### config.mk
export PLATFORM = sky130hd
export DESIGN_NAME = csi2_raw10_tx_packer
export DESIGN_NICKNAME = d
export VERILOG_FILES = /design/src/rtl/csi2_raw10_tx_packer_pkg.sv /design/src/rtl/csi2_raw10_tx_packer_crc16.sv /design/src/rtl/csi2_raw10_tx_packer.sv
export SDC_FILE = /design/constraint.sdc
export NUM_CORES = 1
export LEC_CHECK = 0
export BUFFER_PORTS_ARGS = -buffer_cell sky130_fd_sc_hd__buf_4
export CAP_MARGIN = 30
export CORE_AREA = 2 2 97 76
export CTS_CLUSTER_SIZE = 12
export DETAILED_ROUTE_END_ITERATION = 6
export DIE_AREA = 0 0 99 78
export PLACE_DENSITY = 0.76
export SYNTH_ARGS = -nofsm -noshare
export SYNTH_HDL_FRONTEND = slang
export SYNTH_SLANG_ARGS = --single-unit
### constraint.sdc
create_clock -name wb_clk_i -period 1.8 [get_ports wb_clk_i]
set_input_delay 0.45 -clock wb_clk_i [delete_from_list [all_inputs] [get_ports wb_clk_i]]
set_output_delay 0.45 -clock wb_clk_i [all_outputs]
set_load 0.02 [all_outputs]
### src/rtl/csi2_raw10_tx_packer_pkg.sv
// Shared CSI-2 TX definitions: data types, FSM states, ECC and CRC-16 helpers.
// Used by csi2_raw10_tx_packer and csi2_crc16.
package csi2_pkg;

    localparam logic [5:0] DT_FS    = 6'h00;
    localparam logic [5:0] DT_FE    = 6'h01;
    localparam logic [5:0] DT_RAW10 = 6'h2B;

    typedef enum logic [2:0] {
        ST_IDLE,
        ST_SHDR,
        ST_LHDR,
        ST_PAYLOAD,
        ST_FOOTER
    } state_e;

    // Hamming parity over {WC[15:0], DI[7:0]}
    function automatic logic [5:0] csi2_ecc(input logic [23:0] d);
        logic [5:0] p;
        p[0] = d[0] ^ d[1] ^ d[2] ^ d[4] ^ d[5] ^ d[7] ^ d[10] ^ d[11]
             ^ d[13] ^ d[16] ^ d[20] ^ d[21] ^ d[22] ^ d[23];
        p[1] = d[0] ^ d[1] ^ d[3] ^ d[4] ^ d[6] ^ d[8] ^ d[10] ^ d[12]
             ^ d[14] ^ d[17] ^ d[20] ^ d[21] ^ d[22] ^ d[23];
        p[2] = d[0] ^ d[2] ^ d[3] ^ d[5] ^ d[6] ^ d[9] ^ d[11] ^ d[12]
             ^ d[15] ^ d[18] ^ d[20] ^ d[21] ^ d[22];
        p[3] = d[1] ^ d[2] ^ d[3] ^ d[7] ^ d[8] ^ d[9] ^ d[13] ^ d[14]
             ^ d[15] ^ d[19] ^ d[20] ^ d[21] ^ d[23];
        p[4] = d[4] ^ d[5] ^ d[6] ^ d[7] ^ d[8] ^ d[9] ^ d[16] ^ d[17]
             ^ d[18] ^ d[19] ^ d[20] ^ d[22] ^ d[23];
        p[5] = d[10] ^ d[11] ^ d[12] ^ d[13] ^ d[14] ^ d[15] ^ d[16]
             ^ d[17] ^ d[18] ^ d[19] ^ d[21] ^ d[22] ^ d[23];
        return p;
    endfunction

    // Reflected x^16+x^12+x^5+1 (0x8408), one byte LSB-first
    function automatic logic [15:0] crc16_step(input logic [15:0] crc,
                                               input logic [7:0]  b);
        logic [15:0] c;
        c = crc ^ {8'h00, b};
        for (int i = 0; i < 8; i++) begin
            c = c[0] ? ((c >> 1) ^ 16'h8408) : (c >> 1);
        end
        return c;
    endfunction

endpackage

### src/rtl/csi2_raw10_tx_packer_crc16.sv
// Byte-wide CRC-16 accumulator (init 0xFFFF, reflected 0x8408, no final XOR).
// init_i has priority over en_i.
module csi2_crc16
    import csi2_pkg::*;
(
    input  logic        clk,
    input  logic        rst,
    input  logic        init_i,
    input  logic        en_i,
    input  logic [7:0]  data_i,
    output logic [15:0] crc_o
);
    logic [15:0] crc_q, crc_d;

    always_comb begin
        crc_d = crc_q;
        if (init_i) begin
            crc_d = 16'hFFFF;
        end else if (en_i) begin
            crc_d = crc16_step(crc_q, data_i);
        end
    end

    always_ff @(posedge clk) begin
        if (rst) begin
            crc_q <= 16'hFFFF;
        end else begin
            crc_q <= crc_d;
        end
    end

    assign crc_o = crc_q;
endmodule

### src/rtl/csi2_raw10_tx_packer.sv
// RAW10 pixel stream -> CSI-2 byte stream with FS/FE short packets.
// Define CSI2_TX_CRC_EN to compute the footer CRC-16 (else footer is 00 00).
module csi2_raw10_tx_packer
    import csi2_pkg::*;
#(
    parameter int         LINE_PIXELS = 640,
    parameter logic [1:0] VC          = 2'd0
) (
    input  logic        wb_clk_i,
    input  logic        wb_rst_i,
    input  logic        fs_i,
    input  logic        fe_i,
    input  logic        pix_valid_i,
    output logic        pix_ready_o,
    input  logic [9:0]  pix_data_i,
    output logic        byte_valid_o,
    input  logic        byte_ready_i,
    output logic [7:0]  byte_data_o,
    output logic        sop_o,
    output logic        eop_o,
    output logic        busy_o,
    output logic [15:0] frame_num_o
);
    localparam int            PW = $clog2(LINE_PIXELS + 1);
    localparam logic [PW-1:0] LP = PW'(LINE_PIXELS);
    localparam logic [15:0]   WC = 16'(LINE_PIXELS * 5 / 4);

    state_e        state_q, state_d;
    logic [1:0]    cnt_q, cnt_d;
    logic [2:0]    phase_q, phase_d;
    logic [PW-1:0] pix_cnt_q, pix_cnt_d;
    logic [7:0]    lsb_q, lsb_d;
    logic          is_fe_q, is_fe_d;
    logic          fs_pend_q, fs_pend_d;
    logic          fe_pend_q, fe_pend_d;
    logic [15:0]   frame_num_q, frame_num_d;
    logic          byte_valid_q, byte_valid_d;
    logic [7:0]    byte_data_q, byte_data_d;
    logic          sop_q, sop_d;
    logic          eop_q, eop_d;

    logic          slot_free, pix_ready, ld, ld_sop, ld_eop;
    logic          crc_init, crc_en, fs_clr, fe_clr;
    logic [7:0]    ld_data, hdr_di, hdr_byte;
    logic [15:0]   hdr_wc, crc_val;
    logic [5:0]    hdr_ecc;

    // Header bytes for whichever header state is active
    always_comb begin
        hdr_di = {VC, is_fe_q ? DT_FE : DT_FS};
        hdr_wc = frame_num_q;
        if (state_q == ST_LHDR) begin
            hdr_di = {VC, DT_RAW10};
            hdr_wc = WC;
        end
        hdr_ecc = csi2_ecc({hdr_wc, hdr_di});
        unique case (cnt_q)
            2'd0:    hdr_byte = hdr_di;
            2'd1:    hdr_byte = hdr_wc[7:0];
            2'd2:    hdr_byte = hdr_wc[15:8];
            default: hdr_byte = {2'b00, hdr_ecc};
        endcase
    end

    assign slot_free = !byte_valid_q || byte_ready_i;
    assign pix_ready = (state_q == ST_PAYLOAD) && (phase_q != 3'd4)
                     && slot_free && (pix_cnt_q < LP);

    always_comb begin
        state_d      = state_q;
        cnt_d        = cnt_q;
        phase_d      = phase_q;
        pix_cnt_d    = pix_cnt_q;
        lsb_d        = lsb_q;
        is_fe_d      = is_fe_q;
        frame_num_d  = frame_num_q;
        byte_valid_d = byte_valid_q && !byte_ready_i;
        byte_data_d  = byte_data_q;
        sop_d        = sop_q;
        eop_d        = eop_q;
        ld           = 1'b0;
        ld_sop       = 1'b0;
        ld_eop       = 1'b0;
        ld_data      = 8'h00;
        crc_init     = 1'b0;
        crc_en       = 1'b0;
        fs_clr       = 1'b0;
        fe_clr       = 1'b0;

        unique case (state_q)
            ST_IDLE: begin
                cnt_d = 2'd0;
                if (fs_pend_q) begin
                    state_d = ST_SHDR;
                    is_fe_d = 1'b0;
                    fs_clr  = 1'b1;
                end else if (fe_pend_q) begin
                    state_d = ST_SHDR;
                    is_fe_d = 1'b1;
                    fe_clr  = 1'b1;
                end else if (pix_valid_i) begin
                    state_d   = ST_LHDR;
                    phase_d   = 3'd0;
                    pix_cnt_d = '0;
                    crc_init  = 1'b1;
                end
            end
            ST_SHDR, ST_LHDR: begin
                if (slot_free) begin
                    ld      = 1'b1;
                    ld_data = hdr_byte;
                    ld_sop  = (cnt_q == 2'd0);
                    ld_eop  = (cnt_q == 2'd3) && (state_q == ST_SHDR);
                    cnt_d   = cnt_q + 2'd1;
                    if (cnt_q == 2'd3) begin
                        state_d = (state_q == ST_SHDR) ? ST_IDLE : ST_PAYLOAD;
                        if (state_q == ST_SHDR && is_fe_q) begin
                            frame_num_d = (frame_num_q == 16'hFFFF) ?
                                          16'h0001 : frame_num_q + 16'h0001;
                        end
                    end
                end
            end
            ST_PAYLOAD: begin
                if (phase_q == 3'd4) begin
                    if (slot_free) begin
                        ld      = 1'b1;
                        crc_en  = 1'b1;
                        ld_data = lsb_q;
                        phase_d = 3'd0;
                        if (pix_cnt_q == LP) begin
                            state_d = ST_FOOTER;
                            cnt_d   = 2'd0;
                        end
                    end
                end else if (pix_ready && pix_valid_i) begin
                    ld        = 1'b1;
                    crc_en    = 1'b1;
                    ld_data   = pix_data_i[9:2];
                    lsb_d[{phase_q[1:0], 1'b0} +: 2] = pix_data_i[1:0];
                    phase_d   = phase_q + 3'd1;
                    pix_cnt_d = pix_cnt_q + 1'b1;
                end
            end
            ST_FOOTER: begin
                if (slot_free) begin
                    ld      = 1'b1;
                    ld_data = cnt_q[0] ? crc_val[15:8] : crc_val[7:0];
                    ld_eop  = cnt_q[0];
                    cnt_d   = cnt_q + 2'd1;
                    if (cnt_q[0]) begin
                        state_d = ST_IDLE;
                    end
                end
            end
            default: state_d = ST_IDLE;
        endcase

        if (ld) begin
            byte_valid_d = 1'b1;
            byte_data_d  = ld_data;
            sop_d        = ld_sop;
            eop_d        = ld_eop;
        end

        // A pulse on the clearing cycle re-arms the flag
        fs_pend_d = (fs_pend_q && !fs_clr) || fs_i;
        fe_pend_d = (fe_pend_q && !fe_clr) || fe_i;
    end

    always_ff @(posedge wb_clk_i) begin
        if (wb_rst_i) begin
            state_q      <= ST_IDLE;
            cnt_q        <= 2'd0;
            phase_q      <= 3'd0;
            pix_cnt_q    <= '0;
            lsb_q        <= 8'h00;
            is_fe_q      <= 1'b0;
            fs_pend_q    <= 1'b0;
            fe_pend_q    <= 1'b0;
            frame_num_q  <= 16'h0000;
            byte_valid_q <= 1'b0;
            byte_data_q  <= 8'h00;
            sop_q        <= 1'b0;
            eop_q        <= 1'b0;
        end else begin
            state_q      <= state_d;
            cnt_q        <= cnt_d;
            phase_q      <= phase_d;
            pix_cnt_q    <= pix_cnt_d;
            lsb_q        <= lsb_d;
            is_fe_q      <= is_fe_d;
            fs_pend_q    <= fs_pend_d;
            fe_pend_q    <= fe_pend_d;
            frame_num_q  <= frame_num_d;
            byte_valid_q <= byte_valid_d;
            byte_data_q  <= byte_data_d;
            sop_q        <= sop_d;
            eop_q        <= eop_d;
        end
    end

`ifdef CSI2_TX_CRC_EN
    csi2_crc16 u_crc (
        .clk    (wb_clk_i),
        .rst    (wb_rst_i),
        .init_i (crc_init),
        .en_i   (crc_en),
        .data_i (ld_data),
        .crc_o  (crc_val)
    );
`else
    logic unused_crc;
    assign unused_crc = crc_init ^ crc_en;
    assign crc_val    = 16'h0000;
`endif

    assign pix_ready_o  = pix_ready;
    assign byte_valid_o = byte_valid_q;
    assign byte_data_o  = byte_data_q;
    assign sop_o        = sop_q;
    assign eop_o        = eop_q;
    assign busy_o       = (state_q != ST_IDLE);
    assign frame_num_o  = frame_num_q;
endmodule

==> impl_metrics.tcl, run 1 <==
set metrics [dict create \
    grt_first_pass_wirelength_um 15100 \
    io_pins 45 \
    outcome "complete, but fails checks" \
    final_cell_mix "105 x buf_4, 40 x nor2_1, 39 x dfxtp_1, 33 x nand2_1, 32 x a21oi_1" \
    crit_arrival_ns 1.40 \
    path_clk_slew_ns 0.09 \
    timing.rr.start "frame_num_o[9]$_SDFFE_PP0P_" \
    synth_top_area_cell "dfxtp_1" \
    grt_usage_pct 23.83 \
    nFillCells 509 \
    die_area_um2 7722 \
    final_hold_viol_count 0 \
    grt_pass1_vias 3132 \
    routed_wl_um 9534 \
    design.core.area_um2 6669 \
    dp_slack_ns -0.04028 \
    max_clock_freq_mhz 540.9 \
    diodes 0 \
    crit_type "flip-flop to output port" \
    worst-path-buf-inv 2 \
    setup_ws_ns -0.04886 \
    drv_slew 0 \
    postSynthCellCount 422 \
    synth-edff-count 0 \
    fin_util_pct 69.61 \
    cts_num_sinks 56 \
    area_delta_synth_final_pct 32.97 \
    ys_warn_count 0 \
    cp_num_cells 4 \
    violations "setup timing" \
    crit_path_end "pix_ready_o" \
    first_pass_iters 4 \
    ys_ff_latch 56 \
    cp_max_fo 6 \
    drc 0 \
    end_kind "output port" \
    ant_nets 0 \
    slew-limit-headroom_pct 74.37 \
    rsz0062_at_grt "yes" \
    cts_htree_levels 2 \
    setup_viol 1 \
    syn-num-nets 451 \
    vias 3457 \
    fin_crit_sh_pct 102.7 \
    netlist_area_um2 3491 \
    netlist.area_leader.share_pct 32.11 \
    cp-start-kind "flip-flop" \
    cp_top_family "simple AND/OR/NAND/NOR gates" \
    power_mw 4.351 \
    cap_violations 0 \
    synth_flop_cell "dfxtp_1" \
    r2r_end "byte_data_o[5]$_SDFFE_PP0P_" \
    finalClockSkew_ns 0.01470 \
    irDropWorstVdd_v 0.0006564 \
    r2r_setup_slack_ns 0.05 \
    worstMarginPinSlew_ns 0.3845 \
    reg2reg_depth 5 \
    port-buffer-count 44 \
    antenna_found_initial 0 \
    gp_congestion 0.8831 \
    cp_data_required_time_ns 1.35 \
    p_leak_nw 1.873 \
    synthDistinctLibCells 62 \
    clock_path_buffers 2 \
    async_flop_share_pct 0 \
    hold_ws_ns 0.3432 \
    insertion_delay_ns 0.32 \
    hpwl_um 6876 \
    wl_per_cell_um 16.02 \
    drive_above_1_share_pct 35.03 \
    path_common_cell "buf_6" \
    min_path_type "input port to flip-flop" \
    slowest_stage "dfxtp_4" \
    fp.dieW_um 99 \
    cp_slowest_stage_delay_ns 0.38 \
    path_cells "and3b_2 > and4_4 > buf_6 > buf_6" \
    cts_root_buffer "clkbuf_8" \
    start_util_pct 52.35 \
    std_cell_rows 26 \
    die_h_um 78 \
    synth.area.top_cells "dfxtp_1 32%, xnor2_1 7.3%, a21oi_1 4.7%" \
    post_drt_via_cell_ratio 5.810 \
    cts_buffers 5 \
    crit_start "state_q[2]$_SDFFE_PP0P_" \
    synth_area_per_cell_um2 8.272 \
    cts_hold_buf 0 \
    p_per_area_nw_per_um2 937.3 \
    finalNetCount 539 \
    grt_max_degree 22 \
    grt_overflow 0 \
    fin_crit_ns 1.849 \
    initialDrtViolationCount 189 \
    yosysSeqAreaShare_pct 32.11 \
    cts_tree "done" \
    final_common_cell "buf_4" \
]
## final cells by class
cell class                 count  area (um2)  area share (%)
multi-input combinational    317        2297           49.49
clock buffer                   7       86.33           1.860
timing repair buffer         115       927.1           19.97
clock inverter                 1       7.507          0.1617
inverter                      15       58.81           1.267
sequential                    56        1160           24.99
tap                           84       105.1           2.264
## routing by layer
metal / GRT usage [%] / share of wire [%]
met5: 0 / 0
met4: 4.658 / 0.70
met3: 3.784 / 5.6
met2: 35.74 / 46
met1: 36.15 / 48
## synthesized netlist by cell type, types with 3 or more instances
| master | number |
|---|---|
| dfxtp_1 | 56 |
| nor2_1 | 40 |
| nand2_1 | 35 |
| a21oi_1 | 33 |
| xnor2_1 | 29 |
| buf_2 | 16 |
| nand3_1 | 15 |
| xor2_1 | 15 |
| inv_1 | 14 |
| nand4_1 | 14 |
| clkbuf_1 | 13 |
| ha_1 | 13 |
| o21ai_0 | 13 |
| a22oi_1 | 9 |
| a22o_1 | 8 |
| nor3_1 | 7 |
| and3_1 | 6 |
| nor3b_1 | 6 |
| a31oi_1 | 5 |
| o2111ai_1 | 5 |
| and4_1 | 4 |
| o211ai_1 | 4 |
| xnor3_1 | 4 |
| a211oi_1 | 3 |
| a311oi_1 | 3 |
| and2_1 | 3 |
| nand2b_1 | 3 |
| nor2b_1 | 3 |
| nor4_1 | 3 |
| or3_1 | 3 |
## power by group
part           internal [mW]  leakage, nW  switching [mW]
clock                  0.314       0.0445           0.430
sequential              1.36        0.464           0.115
combinational           1.04         1.36            1.09
## registers in the layout, indices dropped and copies added, names as in the netlist
| register | flops |
|---|---|
| phase_q | 3 |
| is_fe_q | 1 |
| lsb_q | 8 |
| sop_o | 1 |
| eop_o | 1 |
| byte_valid_o | 1 |
| fs_pend_q | 1 |
| byte_data_o | 8 |
| cnt_q | 2 |
| pix_cnt_q | 10 |
| frame_num_o | 16 |
| fe_pend_q | 1 |
| state_q | 3 |
## metrics by stage
stage / cell area [um2] / cells / TNS [ns]
after floorplan: 3552 / 422 / -0.04326
after global placement: 4295 / 578 / 0
after detailed placement: 4295 / 578 / -0.1522
after CTS: 4472 / 591 / -0.03255
after global routing: 4642 / 595 / -0.1459
final: 4642 / 595 / -0.04886
## tightest hold or removal path, stage by stage
cell and delay (ns):
buf_4 0.08, a21oi_1 0.03, nor2_1 0.06
## cell families (layout without fill, tap and decap cells)
family | after synthesis | after routing | share of synthesized area [%]
AOI/OAI and AO/OA | 103 | 103 | 20.04
DFF | 56 | 56 | 32.11
adders and majority gates | 13 | 13 | 4.660
xor gates and xnor gates | 49 | 49 | 14.30
and+or+nand+nor | 152 | 152 | 22.76
buffers and inverters | 49 | 138 | 6.129
## worst min path at each step
| stage | startpoint | endpoint | slack [ns] | depth (start not counted) |
|---|---|---|---|---|
| 5_1_grt | fs_i | fs_pend_q$_SDFF_PP0_ | 0.35 | 3 |
| 6_report | fs_i | fs_pend_q$_SDFF_PP0_ | 0.34 | 3 |
| 4_1_cts | fs_i | fs_pend_q$_SDFF_PP0_ | 0.34 | 3 |
| 2_1_floorplan | lsb_q[2]$_SDFFE_PP0P_ | lsb_q[2]$_SDFFE_PP0P_ | 0.43 | 2 |
| 3_5_place_dp | lsb_q[7]$_SDFFE_PP0P_ | lsb_q[7]$_SDFFE_PP0P_ | 0.45 | 2 |
| 3_3_place_gp | lsb_q[0]$_SDFFE_PP0P_ | lsb_q[0]$_SDFFE_PP0P_ | 0.44 | 2 |
## timing repair
action,CTS,global route
pin swaps,2,15
setup buffers,5,4
setup endpoints to repair,11,36
gates resized for setup,15,32
(Power assumes the default switching activity.)
==> run 2: changes to the inputs <==
Settings changed: RECOVER_POWER from default to 100.
==> impl_metrics.tcl, run 2 (same netlist as run 1, synthesis figures left out) <==
set metrics [dict create \
    outcome "complete, but fails checks" \
    violations "setup timing" \
    gp_congestion 0.8831 \
    path_common_cell "buf_6" \
    power_mw 4.233 \
    finalNetCount 539 \
    worstMarginPinSlew_ns 0.3828 \
    design.core.area_um2 6669 \
    vias 3480 \
    io_pins 45 \
    drive_above_1_share_pct 28.96 \
    hpwl_um 6876 \
    rsz0062_at_grt "yes" \
    area_delta_synth_final_pct 29.96 \
    setup-tns-final_ns -0.04581 \
    drc 0 \
    cts_root_buffer "clkbuf_8" \
    cap_violations 0 \
    cts_num_sinks 56 \
    largest_reg_flops 16 \
    final_hold_viol_count 0 \
    cp_slowest_stage_delay_ns 0.38 \
    die_h_um 78 \
    setup_ws_ns -0.04581 \
    initialDrtViolationCount 194 \
    port-buffer-count 44 \
    die_area_um2 7722 \
    max_clock_freq_mhz 541.8 \
    first_pass_iters 5 \
    drv_slew 0 \
    grt_max_degree 22 \
    cts_buffers 5 \
    p_per_area_nw_per_um2 933.1 \
    final_cell_mix "84 x buf_4, 45 x dfxtp_1, 40 x nor2_1, 33 x nand2_1, 32 x a21oi_1" \
    final_common_cell "buf_4" \
    irDropWorstVdd_v 0.0006533 \
    std_cell_rows 26 \
    grt_pass1_vias 3132 \
    grt_first_pass_wirelength_um 15100 \
    slew-limit-headroom_pct 74.48 \
    cp-start-kind "flip-flop" \
    cts_hold_buf 0 \
    grt_usage_pct 23.83 \
    start_util_pct 52.35 \
    setup_viol 1 \
    p_leak_nw 1.787 \
    slowest_stage "dfxtp_4" \
    routed_wl_um 9532 \
    crit_arrival_ns 1.40 \
    post_drt_via_cell_ratio 5.849 \
    cts_tree "done" \
    cts_htree_levels 2 \
    diodes 0 \
    finalClockSkew_ns 0.01707 \
    end_kind "output port" \
    antenna_found_initial 0 \
    insertion_delay_ns 0.32 \
    min_path_type "input port to flip-flop" \
    fin_crit_sh_pct 102.5 \
    grt_overflow 0 \
    crit_type "flip-flop to output port" \
    dp_slack_ns -0.04028 \
    fin_crit_ns 1.846 \
    clock_path_buffers 2 \
    fp.dieW_um 99 \
    path_cells "and3b_2 > and4_4 > buf_6 > buf_6" \
    ant_nets 0 \
    cp_data_required_time_ns 1.35 \
    wl_per_cell_um 16.02 \
    cp_max_fo 6 \
    path_clk_slew_ns 0.09 \
]
==> run 2: cell count changes in the layout (fill, tap and decap cells not counted), moves of 6 or more <==
| cell | delta |
|---|---|
| dfxtp_1 | +6 |
| buf_4 | -21 |
| clkbuf_1 | +20 |
| dfxtp_2 | -6 |
==> run 2: cell type report <==
| type | instances | area (um2) |
|---|---|---|
| clock buffers | 7 | 86.33 |
| clock inverters | 1 | 7.507 |
| fillers | 541 | 2132 |
| inverters | 15 | 58.81 |
| multi-input cells | 317 | 2283 |
| flip-flops and latches | 56 | 1152 |
| well taps | 84 | 105.1 |
| repair buffers | 115 | 843.3 |
==> run 2: timing repair <==
item | in CTS | in global routing
pin swaps | 2 | 15
resized for setup | 15 | 32
endpoints found under the setup margin | 11 | 36
setup buffers | 5 | 4
==> run 2: per-layer routing <==
layer / wire [um] / global-route usage (%) / up-vias
met2: 4325 / 35.74 / 124
li1: - / - / 1676
met5: 0 / 0 / -
met1: 4481 / 36.15 / 1671
met4: 77 / 4.658 / 0
met3: 648 / 3.784 / 9
==> run 2: critical path: cells and delay by family, from the launching register on <==
family / cells / cell delay, ns
AND/OR/NAND/NOR: 2 / 0.50
flip-flops: 1 / 0.38
buffers and inverters: 2 / 0.20
==> run 2: through the flow <==
stage | hold slack [ns] | utilization [%] | cell area (um2) | std cells
3_5_place_dp | 0.4486 | 64.41 | 4295 | 578
6_report | 0.3434 | 68.03 | 4537 | 595
2_1_floorplan | 0.4322 | - | 3552 | 422
3_3_place_gp | 0.4430 | 64.41 | 4295 | 578
4_1_cts | 0.3425 | 67.05 | 4472 | 591
5_1_grt | 0.3523 | 68.03 | 4537 | 595
==> run 2: report_power, final <==
part           internal, mW  leakage, nW  switching, mW
clock network         0.315       0.0445          0.433
logic                 0.938         1.28           1.07
registers              1.36        0.461          0.113
==> run 2: path summary, 6_finish.rpt <==
check	from	to	slack [ns]	cells past startpoint
min	fs_i	fs_pend_q$_SDFF_PP0_	0.34	3
max reg2reg	state_q[0]$_SDFFE_PP0P_	pix_cnt_q[8]$_SDFFE_PP0P_	0.01	6
max	state_q[2]$_SDFFE_PP0P_	pix_ready_o	-0.05	4
min reg2reg	lsb_q[7]$_SDFFE_PP0P_	lsb_q[7]$_SDFFE_PP0P_	0.46	2
